**src/rtl/branch_resolve_unit.sv**
```systemverilog
// ---------------------------------------------------------------------------
// branch_resolve_unit
//
// Single-stage conditional branch resolver sitting between decode and the
// branch-select mux. One branch is accepted per cycle. The operand compare and
// the PC+Imm add happen in the accept cycle, and the results are registered.
// The resolved branch is offered downstream one cycle later.
//
// The same unit also does three other jobs:
//   - compares the resolved direction with the prediction made at fetch time
//     and flags a mispredict;
//   - trains a small 2-bit bimodal branch history table (BHT), which fetch
//     reads combinationally;
//   - keeps saturating statistics counters for the performance registers.
//
// Training and statistics happen when the result is consumed
// (res_valid & res_ready), not when the branch is accepted. This means a
// branch that gets flushed out of the stage never leaves a trace.
//
// Parameters
//   BHT_IDX_W  BHT index width; 2**BHT_IDX_W entries indexed by pc[BHT_IDX_W+1:2]
//   CNT_W      width of each statistics counter
//
// Ports
//   i_clk, i_rst               clock, asynchronous active-high reset
//   i_flush                    kill the in-flight stage and any same-cycle accept
//   i_br_valid / o_br_ready    decode handshake
//   i_br_op                    0 BEQ,1 BNE,4 BLT,5 BGE,6 BLTU,7 BGEU (2,3 illegal)
//   i_br_pc, i_br_imm          branch PC and sign-extended byte offset
//   i_br_rs1, i_br_rs2         compare operands
//   i_br_pred_taken            direction predicted at fetch
//   i_fetch_pc / o_fetch_pred  combinational BHT lookup for fetch
//   o_res_valid / i_res_ready  result handshake
//   o_res_taken                branch mux select (1 = PC+Imm)
//   o_res_target               br_pc + br_imm
//   o_res_fallthru             br_pc + 4
//   o_res_mispredict           taken differs from the fetch prediction
//   o_res_illegal              op was 2 or 3; taken forced to 0
//   o_cnt_branches/_taken/_mispred  saturating statistics counters
// ---------------------------------------------------------------------------
module branch_resolve_unit #(
    parameter int BHT_IDX_W = 4,
    parameter int CNT_W     = 16
) (
    input  logic              i_clk,
    input  logic              i_rst,
    input  logic              i_flush,

    input  logic              i_br_valid,
    output logic              o_br_ready,
    input  logic [2:0]        i_br_op,
    input  logic [31:0]       i_br_pc,
    input  logic [31:0]       i_br_imm,
    input  logic [31:0]       i_br_rs1,
    input  logic [31:0]       i_br_rs2,
    input  logic              i_br_pred_taken,

    input  logic [31:0]       i_fetch_pc,
    output logic              o_fetch_pred,

    output logic              o_res_valid,
    input  logic              i_res_ready,
    output logic              o_res_taken,
    output logic [31:0]       o_res_target,
    output logic [31:0]       o_res_fallthru,
    output logic              o_res_mispredict,
    output logic              o_res_illegal,

    output logic [CNT_W-1:0]  o_cnt_branches,
    output logic [CNT_W-1:0]  o_cnt_taken,
    output logic [CNT_W-1:0]  o_cnt_mispred
);

    localparam int BHT_N = 1 << BHT_IDX_W;

    typedef enum logic [2:0] {
        OP_BEQ  = 3'd0,
        OP_BNE  = 3'd1,
        OP_BLT  = 3'd4,
        OP_BGE  = 3'd5,
        OP_BLTU = 3'd6,
        OP_BGEU = 3'd7
    } br_op_e;

    // Pipeline stage registers
    logic                 r_res_valid;
    logic                 r_res_taken;
    logic [31:0]          r_res_target;
    logic [31:0]          r_res_fallthru;
    logic                 r_res_mispredict;
    logic                 r_res_illegal;
    logic [BHT_IDX_W-1:0] r_bht_idx;

    // Branch history table and statistics
    logic [1:0]           r_bht [BHT_N];
    logic [CNT_W-1:0]     r_cnt_branches;
    logic [CNT_W-1:0]     r_cnt_taken;
    logic [CNT_W-1:0]     r_cnt_mispred;

    // Combinational helpers
    logic                 w_accept;
    logic                 w_commit;
    logic                 w_eq;
    logic                 w_lt_s;
    logic                 w_lt_u;
    logic                 w_taken;
    logic                 w_illegal;
    logic [BHT_IDX_W-1:0] w_br_idx;
    logic [BHT_IDX_W-1:0] w_fetch_idx;
    logic [1:0]           w_bht_cur;
    logic [1:0]           w_bht_next;
    logic                 w_unused_fetch_bits;

    // Single stage that can refill in the same cycle it drains, so full
    // throughput needs no bubble.
    assign o_br_ready = ~r_res_valid | i_res_ready;
    assign w_accept   = i_br_valid & o_br_ready;

    // A result consumed in the same cycle as a flush belongs to the killed
    // path. It must not train the BHT or bump the counters.
    assign w_commit   = r_res_valid & i_res_ready & ~i_flush;

    assign w_br_idx    = i_br_pc[BHT_IDX_W+1:2];
    assign w_fetch_idx = i_fetch_pc[BHT_IDX_W+1:2];

    // Only the index bits of the fetch address matter to the table.
    assign w_unused_fetch_bits = ^{i_fetch_pc[31:BHT_IDX_W+2], i_fetch_pc[1:0]};

    // The BHT is read before the clock edge. A same-cycle write to the entry
    // is therefore not visible until the next cycle.
    assign o_fetch_pred = r_bht[w_fetch_idx][1];

    // Branch condition evaluation. Ops 2 and 3 are illegal; they are flagged
    // and forced not-taken so the mux keeps the fall-through path.
    always_comb begin
        w_eq      = (i_br_rs1 == i_br_rs2);
        w_lt_s    = ($signed(i_br_rs1) < $signed(i_br_rs2));
        w_lt_u    = (i_br_rs1 < i_br_rs2);
        w_taken   = 1'b0;
        w_illegal = 1'b0;
        case (i_br_op)
            OP_BEQ:  w_taken = w_eq;
            OP_BNE:  w_taken = ~w_eq;
            OP_BLT:  w_taken = w_lt_s;
            OP_BGE:  w_taken = ~w_lt_s;
            OP_BLTU: w_taken = w_lt_u;
            OP_BGEU: w_taken = ~w_lt_u;
            default: w_illegal = 1'b1;
        endcase
    end

    // Saturating 2-bit counter step for the entry of the branch being
    // committed. The entry moves toward 3 on taken and toward 0 otherwise.
    always_comb begin
        w_bht_cur  = r_bht[r_bht_idx];
        w_bht_next = w_bht_cur;
        if (r_res_taken) begin
            if (w_bht_cur != 2'b11) begin
                w_bht_next = w_bht_cur + 2'd1;
            end
        end else begin
            if (w_bht_cur != 2'b00) begin
                w_bht_next = w_bht_cur - 2'd1;
            end
        end
    end

    // Valid bit of the stage. A flush takes priority over everything and
    // also drops any branch accepted in the same cycle.
    always_ff @(posedge i_clk or posedge i_rst) begin
        if (i_rst) begin
            r_res_valid <= 1'b0;
        end else if (i_flush) begin
            r_res_valid <= 1'b0;
        end else if (w_accept) begin
            r_res_valid <= 1'b1;
        end else if (i_res_ready) begin
            r_res_valid <= 1'b0;
        end
    end

    // Result payload. It loads only on a real accept. While the stage is
    // stalled, br_ready is low, so the payload holds stable.
    always_ff @(posedge i_clk or posedge i_rst) begin
        if (i_rst) begin
            r_res_taken      <= 1'b0;
            r_res_target     <= 32'd0;
            r_res_fallthru   <= 32'd0;
            r_res_mispredict <= 1'b0;
            r_res_illegal    <= 1'b0;
            r_bht_idx        <= '0;
        end else if (w_accept && !i_flush) begin
            r_res_taken      <= w_taken;
            r_res_target     <= i_br_pc + i_br_imm;
            r_res_fallthru   <= i_br_pc + 32'd4;
            r_res_mispredict <= w_taken ^ i_br_pred_taken;
            r_res_illegal    <= w_illegal;
            r_bht_idx        <= w_br_idx;
        end
    end

    // BHT training at commit. Every entry starts weakly not-taken (01).
    // Illegal ops carry no real direction, so they never train the table.
    always_ff @(posedge i_clk or posedge i_rst) begin
        if (i_rst) begin
            for (int i = 0; i < BHT_N; i++) begin
                r_bht[i] <= 2'b01;
            end
        end else if (w_commit && !r_res_illegal) begin
            r_bht[r_bht_idx] <= w_bht_next;
        end
    end

    // Statistics counters. They stick at all-ones instead of wrapping.
    // Illegal ops show up in the branch count only.
    always_ff @(posedge i_clk or posedge i_rst) begin
        if (i_rst) begin
            r_cnt_branches <= '0;
            r_cnt_taken    <= '0;
            r_cnt_mispred  <= '0;
        end else if (w_commit) begin
            if (r_cnt_branches != '1) begin
                r_cnt_branches <= r_cnt_branches + CNT_W'(1);
            end
            if (r_res_taken && !r_res_illegal && r_cnt_taken != '1) begin
                r_cnt_taken <= r_cnt_taken + CNT_W'(1);
            end
            if (r_res_mispredict && !r_res_illegal && r_cnt_mispred != '1) begin
                r_cnt_mispred <= r_cnt_mispred + CNT_W'(1);
            end
        end
    end

    assign o_res_valid      = r_res_valid;
    assign o_res_taken      = r_res_taken;
    assign o_res_target     = r_res_target;
    assign o_res_fallthru   = r_res_fallthru;
    assign o_res_mispredict = r_res_mispredict;
    assign o_res_illegal    = r_res_illegal;
    assign o_cnt_branches   = r_cnt_branches;
    assign o_cnt_taken      = r_cnt_taken;
    assign o_cnt_mispred    = r_cnt_mispred;

endmodule

```
**config.mk**
```make
export PLATFORM = sky130hd
export DESIGN_NAME = branch_resolve_unit
export DESIGN_NICKNAME = d
export VERILOG_FILES = /design/src/rtl/branch_resolve_unit.sv
export SDC_FILE = /design/constraint.sdc
export NUM_CORES = 1
export LEC_CHECK = 0
export CORE_MARGIN = 2
export CORE_UTILIZATION = 48
export CTS_CLUSTER_SIZE = 30
export DETAILED_ROUTE_END_ITERATION = 7
export PLACE_DENSITY = 0.82
export SETUP_SLACK_MARGIN = 0.05
export SYNTH_ARGS = -nofsm -noshare
export SYNTH_HDL_FRONTEND = slang
export SYNTH_SLANG_ARGS = --single-unit
```
**constraint.sdc**
```tcl
create_clock -name i_clk -period 6.5 [get_ports i_clk]
set_input_delay 1.3 -clock i_clk [delete_from_list [all_inputs] [get_ports i_clk]]
set_output_delay 1.3 -clock i_clk [all_outputs]
set_load 0.02 [all_outputs]
```
==> reports/metrics.cfg <==
[sta]
fin_skew_ns=0.0137
rsz0062_at_grt=no
fin_crit_ns=4.79
finalCritPeriodShare=0.737
drv_slew=0
max_clock_freq_mhz=209
fin_setup_tns_ns=0
worst_slack_ns=1.71
final_hold_viol_count=0
max-slew-margin-rel=0.203
holdWs_ns=0.477
finalSetupViolCount=0
tightest_slew_ns=1.19

[min_path]
min_to=o_res_target[0]$_DFFE_PP0P_
hold_path_class=reg -> reg
hold_start=o_res_target[0]$_DFFE_PP0P_
hold_depth=2

[place]
post-dp-hpwl_um=18800
place.gp.congestion=0.917
port-buffer-count=258
pre_cts_ws_ns=1.70

[final_layout]
num_antenna_cells=0
area_growth_pct=36.9
fin_nets=1451
final_util=0.674
drive_gt1_frac=0.0921

[floorplanning]
core_um2=18800
start_util=0.492
die_area_um2=20400
row_count=50
die_h_um=143
die_w_um=143
io_pins=287

[clocking]
numCtsBuffers=17
clkTransAtPathRegs_ns=0.06
cts.path.max_buffers=2
h-tree-depth=4
clock-sinks=152
postCtsSetupBuffers=0
cts_tree=built
cts_root_buffer=clkbuf_16
clk_latency_ns=0.43
cts-hold-fix-buffers=0
postCtsResizedCells=0

[synth]
yosys.area.top_type_share=0.367
synthFlopType=dfrtp_1
ys_ff_latch=152
synth.top_cells.by_area=dfrtp_1, ha_1, nand2_1, xnor2_1, dfstp_2
syn_area_per_cell_um2=9.65
synth_edf_count=0
synthesis.area_um2=9270
synth.net_count=1197
post_synth_num_cell_types=58
yosys.area_share.adder=0.0950
muxShareOfSynthArea=0.0801
synth_top_area_cell=dfrtp_1
synth_simple_gate_area_frac=0.161
synth_warnings=0
synthCells=960
synth_compound_area_frac=0.117
async_reset_ff_frac=1.00
synth-xor-area-share=0.0983
ys_seq_area_frac=0.413
synth_top_family_by_area=simple AND/OR/NAND/NOR gates

[setup_path]
cp_data_required_time_ns=5.20
path_cells=clkdlybuf4s50_1 > mux4_2 > mux4_2 > clkdlybuf4s50_1
crit_arrival_ns=3.49
crit_buf_inv=2
start_kind=input port
setup.worst_path.start=i_fetch_pc[2]
r2r-start=r_bht_idx[0]$_DFFE_PP0P_
crit_slowest_cell=clkdlybuf4s50_1
ff2ff_setup_slack_ns=3.68
critPathMaxFanout=4
worstSetupEndpointType=output port
r2r-end=r_bht[25]$_DFFE_PP0P_
r2r_cells=4
cpPeakStageDelay_ns=0.63
path_delay_family=buffers and inverters
path_class=in -> out

[route]
firstDrtPassIters=5
totalWireLength_um=24300
first_iter_violations=398
vias_per_cell=5.28
drtAntennaViolNets=0
drc=0
vias=7857
wl_per_cell_um=16.3

[status]
status=finished, final reports clean

[power]
power.density_nw_per_um2=241
ir_drop_uv=181
p_leak_nw=5.66

[global_routing]
grt_max_degree=110
antenna_found_initial=3
grt.overflow.total=0
grt_pass1_vias=7969
grt_pass1_wl_um=39600
gr-usage-all-layers=0.247

[job]
maxCapViolations=0

[layer usage]
| metal | vias up | GRT usage | part of all wire |
|---|---|---|---|
| met1 | 3719 | 0.301 | 0.42 |
| li1 | 3859 | - | - |
| met4 | 4 | 0.0844 | 0.026 |
| met3 | 50 | 0.0751 | 0.065 |
| met2 | 225 | 0.417 | 0.49 |
| met5 | - | 0 | 0.00099 |
[cell type report]
| cell class | count | area (um2) |
|---|---|---|
| fill | 1465 | 6150 |
| inverter | 56 | 215 |
| timing repair buffer | 261 | 2620 |
| clock inverter | 14 | 151 |
| sequential | 152 | 3820 |
| multi-input combinational | 726 | 5110 |
| tap | 260 | 325 |
| clock buffer | 18 | 439 |
[placed cells by master (no fill, tap or decap), types with 7 or more instances in the layout]
cell type,instances
a21o_1,20
a21oi_1,40
and3_1,22
clkbuf_16,17
clkdlybuf4s50_1,258
dfrtp_1,136
dfstp_2,16
ha_1,67
inv_1,55
mux2_2,35
mux4_2,15
nand2_1,149
nand3_1,35
nand4_1,23
nor2_1,52
nor2b_1,7
nor3_1,9
o21ai_0,72
xnor2_1,62
xor2_1,42
[worst max path at each step]
stage,end,cells past startpoint,slack (ns)
finish,o_fetch_pred,4,1.71
global route,o_fetch_pred,4,1.65
CTS,o_fetch_pred,4,1.70
detailed placement,o_fetch_pred,4,1.70
global placement,o_fetch_pred,4,1.70
floorplan,o_cnt_branches[0]$_DFFE_PP0P_,1,1.13
[where the power goes]
| group | switching (W) | internal, W |
|---|---|---|
| Clock | 0.000439 | 0.000555 |
| Sequential | 0.000104 | 0.00107 |
| Combinational | 0.000454 | 0.000434 |
[synthesized netlist by cell type, types with 2 or more instances]
| master | n |
|---|---|
| nand2_1 | 149 |
| dfrtp_1 | 136 |
| o21ai_0 | 72 |
| ha_1 | 67 |
| xnor2_1 | 62 |
| inv_1 | 56 |
| nor2_1 | 52 |
| xor2_1 | 42 |
| a21oi_1 | 40 |
| mux2_2 | 35 |
| nand3_1 | 35 |
| nand4_1 | 23 |
| and3_1 | 22 |
| clkbuf_1 | 22 |
| a21o_1 | 20 |
| dfstp_2 | 16 |
| mux4_2 | 15 |
| nor3_1 | 9 |
| nor2b_1 | 7 |
| a211oi_1 | 6 |
| a31oi_1 | 6 |
| nand2b_1 | 6 |
| o21a_1 | 6 |
| buf_6 | 4 |
| o21bai_1 | 4 |
| nor3b_1 | 3 |
| o211ai_1 | 3 |
| o22ai_1 | 3 |
| or3_1 | 3 |
| and2_1 | 2 |
| and4_1 | 2 |
| maj3_2 | 2 |
| nand3b_1 | 2 |
| o31ai_1 | 2 |
| or3b_2 | 2 |
| or4_1 | 2 |
[per-stage QoR]
| stage | instances | cell area, um2 | total power, W |
|---|---|---|---|
| 2_1_floorplan | 960 | 9270 | 0.00165 |
| 3_3_place_gp | 1455 | 12100 | 0.00206 |
| 3_5_place_dp | 1455 | 12100 | 0.00208 |
| 4_1_cts | 1487 | 12700 | 0.00308 |
| 5_1_grt | 1487 | 12700 | 0.00322 |
| 6_report | 1487 | 12700 | 0.00306 |
[registers in the layout (all words and copies together), names as in the netlist]
signal	flops
o_res_valid	1
o_cnt_branches	16
o_res_mispredict	1
o_res_illegal	1
o_cnt_taken	16
r_bht_idx	4
o_res_fallthru	32
o_res_target	32
o_res_taken	1
r_bht	32
o_cnt_mispred	16
[kinds of logic (layout without fill, tap and decap cells)]
| group | after synthesis | count (layout) |
|---|---|---|
| muxes | 51 | 51 |
| xor gates and xnor gates | 104 | 104 |
| DFF | 152 | 152 |
| and+or+nand+nor | 323 | 323 |
| buffers and inverters | 82 | 349 |
| adders and majority gates | 70 | 70 |
| AOI/OAI and AO/OA | 178 | 178 |
[tightest hold or removal path, delay by kind of cell (launching register included)]
kind / cells / cell delay (ns)
DFF: 1 / 0.34
and+or+nand+nor: 2 / 0.10
No activity file was read; power rests on OpenSTA's default activity.
